**src/rtl/hazard_pkg.sv**
```systemverilog
// Shared scoreboard constants and the stall-cause encoding.
package hazard_pkg;

  localparam int unsigned HZ_NREG    = 32;
  localparam int unsigned HZ_LD_LAT  = 2;
  localparam int unsigned HZ_MUL_LAT = 4;
  localparam int unsigned HZ_CNT_W   = 3;
  localparam int unsigned HZ_REG_W   = $clog2(HZ_NREG);

  // Bit positions of the individual stall causes inside the cause vector.
  typedef enum logic [1:0] {
    CAUSE_RAW  = 2'd0,
    CAUSE_WAW  = 2'd1,
    CAUSE_SMUL = 2'd2,
    CAUSE_WBC  = 2'd3
  } stall_cause_e;

  localparam int unsigned HZ_NCAUSE = 4;

endpackage

```
**src/rtl/hazard_scoreboard_sb_cnt.sv**
```systemverilog
// Loadable saturating-at-zero down-counter with a busy flag.
module sb_cnt
  import hazard_pkg::*;
#(
  parameter int unsigned CNT_W = HZ_CNT_W
) (
  input  logic             clk,
  input  logic             rst,
  input  logic             load,
  input  logic [CNT_W-1:0] load_val,
  output logic             busy_c
);

  logic [CNT_W-1:0] cnt_q;
  logic [CNT_W-1:0] cnt_d;

  // A load overrides the countdown; otherwise count down to zero and hold.
  always_comb begin
    cnt_d = cnt_q;
    if (load) begin
      cnt_d = load_val;
    end else if (cnt_q != '0) begin
      cnt_d = cnt_q - CNT_W'(1);
    end
  end

  // Counter state register.
  always_ff @(posedge clk or posedge rst) begin
    if (rst) begin
      cnt_q <= '0;
    end else begin
      cnt_q <= cnt_d;
    end
  end

  assign busy_c = (cnt_q != '0);

endmodule

```
**src/rtl/hazard_scoreboard.sv**
```systemverilog
// Decode-to-execute issue controller: tracks pending load/MUL results and
// stalls decode on RAW/WAW hazards, a busy multiplier, or write-back collisions.
module hazard_scoreboard
  import hazard_pkg::*;
#(
  parameter int unsigned NREG    = HZ_NREG,
  parameter int unsigned LD_LAT  = HZ_LD_LAT,
  parameter int unsigned MUL_LAT = HZ_MUL_LAT,
  parameter int unsigned CNT_W   = HZ_CNT_W
) (
  input  logic                clk,
  input  logic                rst,
  input  logic                D_valid,
  input  logic [HZ_REG_W-1:0] D_ra,
  input  logic [HZ_REG_W-1:0] D_rb,
  input  logic [HZ_REG_W-1:0] D_rd,
  input  logic                D_ra_used,
  input  logic                D_rb_used,
  input  logic                D_we,
  input  logic                D_ld,
  input  logic                D_mul,
  output logic                stall,
  output logic                issue,
  output logic [NREG-1:0]     busy_vec,
  output logic [31:0]         stall_cnt
);

  logic [HZ_NCAUSE-1:0] cause_c;
  logic                 mul_busy_c;
  logic [CNT_W-1:0]     trk_val_c;
  logic                 trk_c;
  logic [MUL_LAT-1:0]   wb_res_q;
  logic [MUL_LAT-1:0]   wb_res_d;
  logic [31:0]          stall_cnt_q;
  logic [31:0]          stall_cnt_d;

  // A tracked result (load or MUL) that actually writes a register.
  assign trk_c     = issue && D_we && (D_ld || D_mul);
  assign trk_val_c = D_mul ? CNT_W'(MUL_LAT) : CNT_W'(LD_LAT);

  // r0 is hardwired: never tracked, never busy.
  assign busy_vec[0] = 1'b0;

  genvar r;
  generate
    for (r = 1; r < NREG; r++) begin : g_reg
      logic load_c;
      assign load_c = trk_c && (D_rd == HZ_REG_W'(r));
      sb_cnt #(.CNT_W(CNT_W)) u_cnt (
        .clk      (clk),
        .rst      (rst),
        .load     (load_c),
        .load_val (trk_val_c),
        .busy_c   (busy_vec[r])
      );
    end
  endgenerate

  // Multiplier occupancy: not pipelined, one op in flight at a time.
  sb_cnt #(.CNT_W(CNT_W)) u_mul_cnt (
    .clk      (clk),
    .rst      (rst),
    .load     (issue && D_mul),
    .load_val (CNT_W'(MUL_LAT)),
    .busy_c   (mul_busy_c)
  );

  // Zero-latency hazard detection on the instruction sitting in decode.
  always_comb begin
    cause_c = '0;
    if (D_valid) begin
      cause_c[CAUSE_RAW]  = (D_ra_used && (D_ra != '0) && busy_vec[D_ra]) ||
                            (D_rb_used && (D_rb != '0) && busy_vec[D_rb]);
      cause_c[CAUSE_WAW]  = D_we && (D_rd != '0) && busy_vec[D_rd];
      cause_c[CAUSE_SMUL] = D_mul && mul_busy_c;
      cause_c[CAUSE_WBC]  = D_ld && wb_res_q[LD_LAT];
    end
    stall = |cause_c;
    issue = D_valid && !stall;
  end

  // Write-back port reservations slide one slot closer each edge.
  always_comb begin
    wb_res_d = wb_res_q >> 1;
    if (issue && D_ld) begin
      wb_res_d[LD_LAT-1] = 1'b1;
    end
    if (issue && D_mul) begin
      wb_res_d[MUL_LAT-1] = 1'b1;
    end
  end

  // Saturating stall-cycle counter.
  always_comb begin
    stall_cnt_d = stall_cnt_q;
    if (stall && (stall_cnt_q != 32'hFFFF_FFFF)) begin
      stall_cnt_d = stall_cnt_q + 32'd1;
    end
  end

  // Reservation and statistics registers.
  always_ff @(posedge clk or posedge rst) begin
    if (rst) begin
      wb_res_q    <= '0;
      stall_cnt_q <= '0;
    end else begin
      wb_res_q    <= wb_res_d;
      stall_cnt_q <= stall_cnt_d;
    end
  end

  assign stall_cnt = stall_cnt_q;

endmodule

```
**config.mk**
```make
export PLATFORM = sky130hd
export DESIGN_NAME = hazard_scoreboard
export DESIGN_NICKNAME = d
export VERILOG_FILES = /design/src/rtl/hazard_pkg.sv /design/src/rtl/hazard_scoreboard_sb_cnt.sv /design/src/rtl/hazard_scoreboard.sv
export SDC_FILE = /design/constraint.sdc
export NUM_CORES = 1
export LEC_CHECK = 0
export CAP_MARGIN = 20
export CORE_AREA = 2 2 142 144
export DETAILED_ROUTE_END_ITERATION = 6
export DIE_AREA = 0 0 144 146
export GPL_ROUTABILITY_DRIVEN = 0
export PLACE_DENSITY = 0.68
export SYNTH_ARGS = -nofsm -noshare
export SYNTH_HDL_FRONTEND = slang
export SYNTH_HIERARCHICAL = 1
export SYNTH_SLANG_ARGS = --single-unit
```
**constraint.sdc**
```tcl
create_clock -name clk -period 4.1 [get_ports clk]
set_input_delay 0.615 -clock clk [delete_from_list [all_inputs] [get_ports clk]]
set_output_delay 0.615 -clock clk [all_outputs]
set_load 0.1 [all_outputs]
```
==> flow_summary_export.csv <==
group,metric,value,unit
sta,clock_skew,0.0125,ns
layout,fin_cells,1421,
power_and_ir_drop,vdd_ir_drop_max,544,uV
critical_path,end_kind,"output pin",
drt,firstDrtPassIters,5,
clocking,max-clock-path-buffers,2,
floorplanning,die_w,144,um
sta,setup_violations,0,
sta,maxSlewHeadroom,31.9,%
layout,n_antenna_cell,0,
run,cap_violations,0,
logic_synthesis,async_reset_ff_share,100,%
layout,design_area,11500,um2
drt,drc,0,
power_and_ir_drop,finalPower,8.30,mW
placed_design,dpl.hpwl,16700,um
logic_synthesis,ys_warn_count,6,
drt,wl_per_cell,16.0,um
floorplanning,num_rows,51,
floorplanning,io_pins,89,
logic_synthesis,avgSynthCellArea,9.44,um2
layout,syn_to_final_growth,25.1,%
clocking,clk_pin_slew,0.06,ns
drt,num_vias,7743,
floorplanning,start_util,47.7,%
drt,wl,22700,um
clocking,clk_latency,0.43,ns
power_and_ir_drop,power.density,720,nW/um2
sta,holdWs,0.377,ns
clocking,cts_tree,"built",
grt,antenna_found_initial,0,
logic_synthesis,synth-edff-count,0,
critical_path,required,3.48,ns
layout,fill_cells,1683,
placed_design,post-place-ws,0.0616,ns
floorplanning,fp.dieArea,21000,um2
placed_design,placed_cells,1388,
grt,grt_use_total,22.4,%
critical_path,cp.arrival,3.35,ns
logic_synthesis,synthesis.area,9220,um2
clocking,h-tree-depth,4,
floorplanning,die_y,146,um
outcome,outcome,"completed",
sta,worst_pin_slew,1.02,ns
power_and_ir_drop,p_leak,5.02,nW
hold_path,worstHoldPathType,"register to register",
logic_synthesis,synth_cell_types,43,
drt,drtAntennaViolNets,0,
clocking,cts_made_buffers,17,
sta,min_period,3.96,ns
layout,drive_above_1_share,11.3,%
placed_design,port_buffers,87,
grt,grt_pass1_vias,7412,
layout,final_nets,1231,
critical_path,startpoint_type,"register",
logic_synthesis,syn_inst,976,
logic_synthesis,ys_seq_area_share,35.3,%
grt,grt_overflow,0,
critical_path,crit_fanout,7,
drt,drt_iter0_markers,405,
placed_design,place_area,10900,um2
logic_synthesis,synth-seq-cells,130,
critical_path,crit_type,"register to output pin",
sta,timing.fmax,252,MHz
sta,hold_viol,0,
clocking,root_buffer,"clkbuf_16",
clocking,cts.sinks,130,
logic_synthesis,synthFlopType,"dfrtp_1",
sta,slew_viol_final,0,
sta,finalCritPeriodShare,96.6,%
drt,via_per_inst,5.45,
grt,grt_start_max_net_pins,34,
sta,setup_slack,0.138,ns
floorplanning,core,19300,um2
grt,grt_pass1_wl,37200,um
-- sequential cells by signal, indices dropped and copies added, names as in the netlist --
name	flops
u_mul_cnt/cnt_q	3
stall_cnt	32
wb_res_q	2
g.u_cnt/cnt_q	93
-- cells by family (layout without fill, tap and decap cells) --
kind of cell	after synthesis	count (layout)	share of synthesized area (%)
XOR/XNOR	31	31	2.95
AND/OR/NAND/NOR	410	410	28.7
multiplexers	39	39	6.86
other	2	35	0.0815
buffers and inverters	190	337	7.98
AO/OA/AOI/OAI	109	109	9.30
flip-flops	130	130	35.3
adder cells (fa/ha/maj)	65	65	8.82
-- cell usage in the layout, fill, tap and decap left out, drive strengths merged, types with 35 or more instances in the layout --
cell,netlist,layout
clkdlybuf4s50,0,84
nor4b,65,65
dfrtp,130,130
buf,10,54
inv,167,168
ha,65,65
a31oi,35,35
conb,2,35
nor2b,100,100
nand2b,65,65
-- repair_timing --
action                     in CTS  in global routing
gates resized for setup         0                  9
setup buffers                   0                  1
hold buffers                    0                  0
setup endpoints to repair       0                  1
-- path summary, 6_finish.rpt --
kind                                            end                      from  slack (ns)  cells after the start
hold reg to reg                         wb_res_q[2]               wb_res_q[3]        0.38                      0
hold / removal                          wb_res_q[2]               wb_res_q[3]        0.38                      0
setup / recovery                              issue  g_reg[15].u_cnt/cnt_q[0]        0.14                     11
max in group asynchronous             stall_cnt[18]                       rst        2.76                      4
min in group asynchronous   g_reg[9].u_cnt/cnt_q[2]                       rst        0.70                      3
setup reg to reg           g_reg[14].u_cnt/cnt_q[1]  g_reg[15].u_cnt/cnt_q[0]        0.45                     14
-- cell type report --
| cell class | instances | area (um2) | area share [%] |
|---|---|---|---|
| flip-flops and latches | 130 | 3250 | 28.2 |
| well taps | 265 | 332 | 2.88 |
| clock buffers | 20 | 467 | 4.05 |
| multi-input cells | 689 | 5400 | 46.8 |
| clock inverters | 12 | 179 | 1.55 |
| repair buffers | 138 | 1270 | 11.0 |
| inverters | 167 | 627 | 5.44 |
-- worst max-delay path: stages (launching register included) --
cell and delay (ns):
dfrtp_1 0.40, inv_1 0.09, ha_2 0.20, nand2b_2 0.13, mux4_2 0.49, mux2_2 0.28, a2111oi_1 0.37, a2111oi_0 0.12
and4b_2 0.35, buf_6 0.15, and2_2 0.17, buf_12 0.17
-- routing by layer --
layer | vias up | global-route usage [%] | wire [um]
li1 | 3774 | - | -
met1 | 3801 | 30.6 | 10800
met2 | 143 | 35.9 | 10700
met3 | 25 | 5.00 | 925
met4 | 0 | 6.03 | 319
met5 | - | 0 | 0
-- where the power goes --
| group | total (mW) | internal [mW] | switching [mW] |
|---|---|---|---|
| Clock | 1.66 | 1.07 | 0.590 |
| Sequential | 2.29 | 1.84 | 0.447 |
| Combinational | 4.36 | 1.69 | 2.66 |
| Total | 8.30 | 4.60 | 3.70 |
-- synthesized netlist by cell type, types with 5 or more instances --
cell | instances | area share, %
nor2_1 | 31 | 1.3
a221oi_1 | 33 | 3.1
nor2b_1 | 100 | 6.8
dfrtp_1 | 130 | 35
nand4_1 | 5 | 0.34
or3b_1 | 33 | 3.1
nand2b_1 | 65 | 4.4
clkbuf_1 | 13 | 0.53
nor4b_1 | 65 | 6.2
nand3b_1 | 7 | 0.57
nand3_1 | 22 | 1.2
nor4_1 | 14 | 0.95
a31oi_1 | 35 | 2.4
nor3_1 | 30 | 1.6
mux2i_1 | 17 | 1.8
a311oi_1 | 32 | 3.0
xor2_1 | 28 | 2.7
mux4_2 | 19 | 4.6
inv_1 | 167 | 6.8
buf_2 | 6 | 0.33
ha_1 | 65 | 8.8
nand2_1 | 19 | 0.77
-- stage by stage --
stage | utilization (%) | setup TNS (ns)
final | 59.6 | 0
after global routing | 59.6 | -0.0132
after CTS | 59.5 | 0
after detailed placement | 56.2 | 0
after global placement | 56.2 | 0
after floorplan | - | -0.127
No activity file was read; power rests on OpenSTA's default activity.
